--- src/rtl/sync_fifo_param.sv ---
// Single-clock FIFO with registered read data, fill level and almost-full/almost-empty flags.
// Define SYNC_FIFO_ERR_FLAGS_EN to build the sticky overflow/underflow flags; otherwise they read 0.
module sync_fifo_param #(
    parameter int WIDTH    = 8,
    parameter int DEPTH    = 32,
    parameter int AF_LEVEL = DEPTH - 4,
    parameter int AE_LEVEL = 4
) (
    input  logic                       clk,
    input  logic                       rst_n,
    input  logic [WIDTH-1:0]           data_in,
    input  logic                       write,
    input  logic                       read,
    output logic [WIDTH-1:0]           data_out,
    output logic [$clog2(DEPTH):0]     use_dw,
    output logic                       empty_n,
    output logic                       full_n,
    output logic                       almost_empty_n,
    output logic                       almost_full_n,
    input  logic                       err_clr,
    output logic                       overflow,
    output logic                       underflow
);

    localparam int AW = $clog2(DEPTH);
    localparam int CW = AW + 1;
    localparam logic [CW-1:0] DEPTH_C = CW'(DEPTH);
    localparam logic [CW-1:0] AF_C    = CW'(AF_LEVEL);
    localparam logic [CW-1:0] AE_C    = CW'(AE_LEVEL);

    logic [WIDTH-1:0] mem [DEPTH];

    logic [AW-1:0]    wr_ptr_q, wr_ptr_d;
    logic [AW-1:0]    rd_ptr_q, rd_ptr_d;
    logic [CW-1:0]    use_dw_q, use_dw_d;
    logic [WIDTH-1:0] data_out_q, data_out_d;

    logic is_full, is_empty, wr_acc, rd_acc, wr_rej, rd_rej;

    assign is_full  = (use_dw_q == DEPTH_C);
    assign is_empty = (use_dw_q == '0);

    // A simultaneous read frees a slot, so a full FIFO still takes the write.
    assign wr_acc = write && (!is_full || read);
    assign rd_acc = read && !is_empty;
    assign wr_rej = write && !wr_acc;
    assign rd_rej = read && !rd_acc;

    always_comb begin
        wr_ptr_d   = wr_ptr_q;
        rd_ptr_d   = rd_ptr_q;
        use_dw_d   = use_dw_q;
        data_out_d = data_out_q;
        if (wr_acc) begin
            wr_ptr_d = wr_ptr_q + 1'b1;
        end
        if (rd_acc) begin
            rd_ptr_d   = rd_ptr_q + 1'b1;
            data_out_d = mem[rd_ptr_q];
        end
        case ({wr_acc, rd_acc})
            2'b10:   use_dw_d = use_dw_q + 1'b1;
            2'b01:   use_dw_d = use_dw_q - 1'b1;
            default: use_dw_d = use_dw_q;
        endcase
    end

    always_ff @(posedge clk) begin
        if (!rst_n) begin
            wr_ptr_q   <= '0;
            rd_ptr_q   <= '0;
            use_dw_q   <= '0;
            data_out_q <= '0;
        end else begin
            wr_ptr_q   <= wr_ptr_d;
            rd_ptr_q   <= rd_ptr_d;
            use_dw_q   <= use_dw_d;
            data_out_q <= data_out_d;
        end
    end

    // Storage is not reset; a write in a reset cycle is dropped.
    always_ff @(posedge clk) begin
        if (rst_n && wr_acc) begin
            mem[wr_ptr_q] <= data_in;
        end
    end

`ifdef SYNC_FIFO_ERR_FLAGS_EN
    logic overflow_q, underflow_q;

    always_ff @(posedge clk) begin
        if (!rst_n) begin
            overflow_q  <= 1'b0;
            underflow_q <= 1'b0;
        end else if (err_clr) begin
            overflow_q  <= 1'b0;
            underflow_q <= 1'b0;
        end else begin
            if (wr_rej) overflow_q  <= 1'b1;
            if (rd_rej) underflow_q <= 1'b1;
        end
    end

    assign overflow  = overflow_q;
    assign underflow = underflow_q;
`else
    logic unused_err;
    assign unused_err = ^{err_clr, wr_rej, rd_rej};
    assign overflow   = 1'b0;
    assign underflow  = 1'b0;
`endif

    assign data_out       = data_out_q;
    assign use_dw         = use_dw_q;
    assign empty_n        = !is_empty;
    assign full_n         = !is_full;
    assign almost_empty_n = (use_dw_q > AE_C);
    assign almost_full_n  = (use_dw_q < AF_C);

endmodule

--- config.mk ---
export PLATFORM = sky130hd
export DESIGN_NAME = sync_fifo_param
export DESIGN_NICKNAME = d
export VERILOG_FILES = /design/src/rtl/sync_fifo_param.sv
export SDC_FILE = /design/constraint.sdc
export NUM_CORES = 1
export LEC_CHECK = 0
export ABC_CLOCK_PERIOD_IN_PS = 6500
export CORE_MARGIN = 2
export CORE_UTILIZATION = 55
export DETAILED_ROUTE_END_ITERATION = 6
export PLACE_DENSITY = 0.72
export SKIP_LAST_GASP = 1
export SYNTH_ARGS = -nofsm -noshare
export SYNTH_HDL_FRONTEND = slang
export SYNTH_SLANG_ARGS = --single-unit
--- constraint.sdc ---
create_clock -name clk -period 6.5 [get_ports clk]
set_input_delay 0.65 -clock clk [delete_from_list [all_inputs] [get_ports clk]]
set_output_delay 0.65 -clock clk [all_outputs]
set_load 0.01 [all_outputs]
==> impl_metrics.ini <==
[floorplanning]
io_pins = 33
core_region_area_mm2 = 0.0202
die_h_um = 147
start_util = 0.558
die_area_mm2 = 0.0216
die_w_um = 147
rows = 52

[power]
pwr_density_cell_mw_per_mm2 = 351
leakage_nw = 4.07
ir_worst_vdd_mv = 0.325
p_int_mw = 3.35
seqPwrFrac = 0.474
p_sw_mw = 1.12
p_clk_frac = 0.359
combPwrFrac = 0.167
swShare = 0.251

[sta]
worstMarginPinSlew_ps = 1240
setup_viol_count_final = 0
final-hold-violation-count = 0
setup_ws_ps = 3310
tns_ps = 0
slew_headroom = 0.173
final_max_slew_viol_count = 0
period_minus_slack_ps = 3190
period_share = 0.490
fin_skew_ps = 14.9
rsz0062_at_grt = false
timing.fmax_ghz = 0.314

[clock_tree]
cts_setup_buffers = 0
clock-root-buffer = clkbuf_16
ctsResizeCount = 0
clk_pin_slew_ps = 70
clockBufferDepth = 3
clock_latency_ps = 540
cts_made_buffers = 28
clkSinkCount = 280
postCtsHoldBufs = 0
htree_levels = 1
tritoncts = yes

[yosys]
synth_top_area_share = 0.683
synth.most_common_cell = edfxtp_1
yosysSeqAreaShare = 0.725
ys.flop_type = edfxtp_1
post_synth.cell_area_avg_um2 = 16.8
synth_edf_count = 256
synth_cells = 672
yosys.area.top_type = edfxtp_1
netlist_area_mm2 = 0.0113
yosys.cell_types.count = 55
synthTopCellsByArea = edfxtp_1, mux2i_1, mux4_2, dfxtp_1, nor2_1
ys_async_sr_fraction = 0
yosysWarnings = 0
synthTopCellsByCount = edfxtp_1, mux2i_1, nor2_1
ys_ff_latch = 280

[routing]
drtAntennaViolNets = 0
wl_per_cell_um = 22.9
drt_iter0_drc = 571
drc_errors = 0
vias_per_cell = 6.02
dr_total_vias = 5999
dr.pass1.iters = 5
wl_um = 22900

[setup_path]
r2r_slack_ps = 3310
arrival_ps = 3660
rr_startpoint = use_dw[1]
r2r-end = use_dw[4]
reg2reg_depth = 10
crit_type = reg2reg
startpoint_type = flip-flop
worst_setup_path_end_kind = flip-flop
crit_fanout = 7
worstPathRequired_ps = 6980

[hold_path]
hold_class = reg2reg
hp-start = data_out[1]
worst_hold_path.num_cells = 1
hold-path-endpoint = data_out[1]

[finish]
syn2layout_area_growth_pct = 13.1
num_antenna_cells = 0
drive_above_1_share = 0.143
nFillCells = 1437
nets = 732

[global_route]
grt-ovfl-total = 0
grt_max_degree = 63
antenna_found_initial = 0
grt_pass1_wl_um = 35100
grt_use_total = 0.216
grt_pass1_vias = 6109

[placed_design]
port_buffers = 29
dpl.hpwl_um = 14300
gp_congestion = 0.852
post-place-ws_ps = 2850

[job]
maxCapViolCount = 0

[run_status]
status = completed
through the flow:
stage	utilization	power (mW)	instances	hold slack (ps)	area, um2
3_3_place_gp	0.586	2.86	948	480	11800
3_5_place_dp	0.586	2.90	948	473	11800
4_1_cts	0.631	4.48	997	501	12700
6_report	0.631	4.47	997	498	12700
5_1_grt	0.631	4.61	997	525	12700
2_1_floorplan	-	2.63	673	522	11300
flip-flops by register name, indices dropped and copies added (netlist names):
name / count
data_out: 8
mem: 256
rd_ptr_q: 5
use_dw: 6
wr_ptr_q: 5
layout make-up:
type                       count  area (um2)  area share
clock inverter                16         181      0.0142
timing repair buffer          38         370      0.0291
sequential                   280        8170       0.642
multi-input combinational    352        2900       0.227
tap                          270         338      0.0265
clock buffer                  33         741      0.0582
inverter                       8        35.0     0.00275
worst max-delay path by stage:
| stage | from | to | slack [ps] | cells past startpoint |
|---|---|---|---|---|
| 6_report | use_dw[1] | use_dw[4] | 3310 | 10 |
| 5_1_grt | use_dw[1] | use_dw[4] | 3100 | 10 |
| 4_1_cts | use_dw[1] | use_dw[4] | 3320 | 10 |
| 3_5_place_dp | rst_n | mem[3][2] | 2850 | 5 |
| 3_3_place_gp | rst_n | mem[7][2] | 2960 | 5 |
| 2_1_floorplan | use_dw[1] | use_dw[5] | 3640 | 10 |
cell usage in the layout (no fill, tap or decap), types with 3 or more instances in the layout:
cell / Yosys / final
a22o_1: 8 / 8
inv_1: 7 / 7
dfxtp_1: 24 / 23
o21ai_0: 10 / 10
mux2_2: 15 / 15
and2_1: 3 / 3
o22ai_1: 24 / 24
xor2_1: 5 / 5
nand2_1: 28 / 28
nand3_1: 4 / 4
clkbuf_1: 10 / 4
clkinv_1: 0 / 4
nand3b_1: 5 / 5
ha_1: 10 / 10
nor2_1: 56 / 56
buf_4: 6 / 8
edfxtp_1: 256 / 256
clkdlybuf4s50_1: 0 / 29
clkbuf_16: 0 / 29
a21oi_1: 12 / 12
a22oi_1: 8 / 8
o21a_1: 3 / 3
bufinv_16: 0 / 4
clkinv_2: 0 / 6
mux4_2: 24 / 24
or3_1: 4 / 4
nor3_1: 11 / 11
a211oi_1: 8 / 8
nor2b_1: 6 / 6
a31oi_1: 9 / 9
mux2i_1: 67 / 67
power by group through the flow:
stage / registers [mW] / clock network (mW) / logic (mW)
4_1_cts: 2.12 / 1.62 / 0.743
3_5_place_dp: 2.16 / 0 / 0.739
3_3_place_gp: 2.15 / 0 / 0.713
5_1_grt: 2.13 / 1.69 / 0.795
2_1_floorplan: 2.10 / 0 / 0.530
6_report: 2.12 / 1.60 / 0.744
routing by layer:
| layer | track usage | up-vias | routed length [um] |
|---|---|---|---|
| met2 | 0.368 | 239 | 11600 |
| met4 | 0.0731 | 0 | 780 |
| met5 | 0 | - | 0 |
| met1 | 0.284 | 2990 | 9070 |
| li1 | - | 2710 | - |
| met3 | 0.0366 | 60 | 1440 |
kinds of logic (layout without fill, tap and decap cells):
family,count (synthesis),in the layout,share of synthesized area
fa+ha+maj,11,11,0.0129
other cells,1,2,0.000333
flops,280,280,0.725
compound gates,92,92,0.0559
xor+xnor,7,7,0.00545
buf+inv,41,95,0.0178
mux,106,106,0.123
simple gates,134,134,0.0597
critical path, cell delays in order (launching register included):
cell	delay (ps)
dfxtp_1	370
or4_4	580
o41ai_4	430
ha_1	390
inv_1	120
fa_1	390
nor2b_1	180
o21a_1	160
nor3_1	60
o31ai_1	280
and2_1	160
No activity file was read; power rests on OpenSTA's default activity.
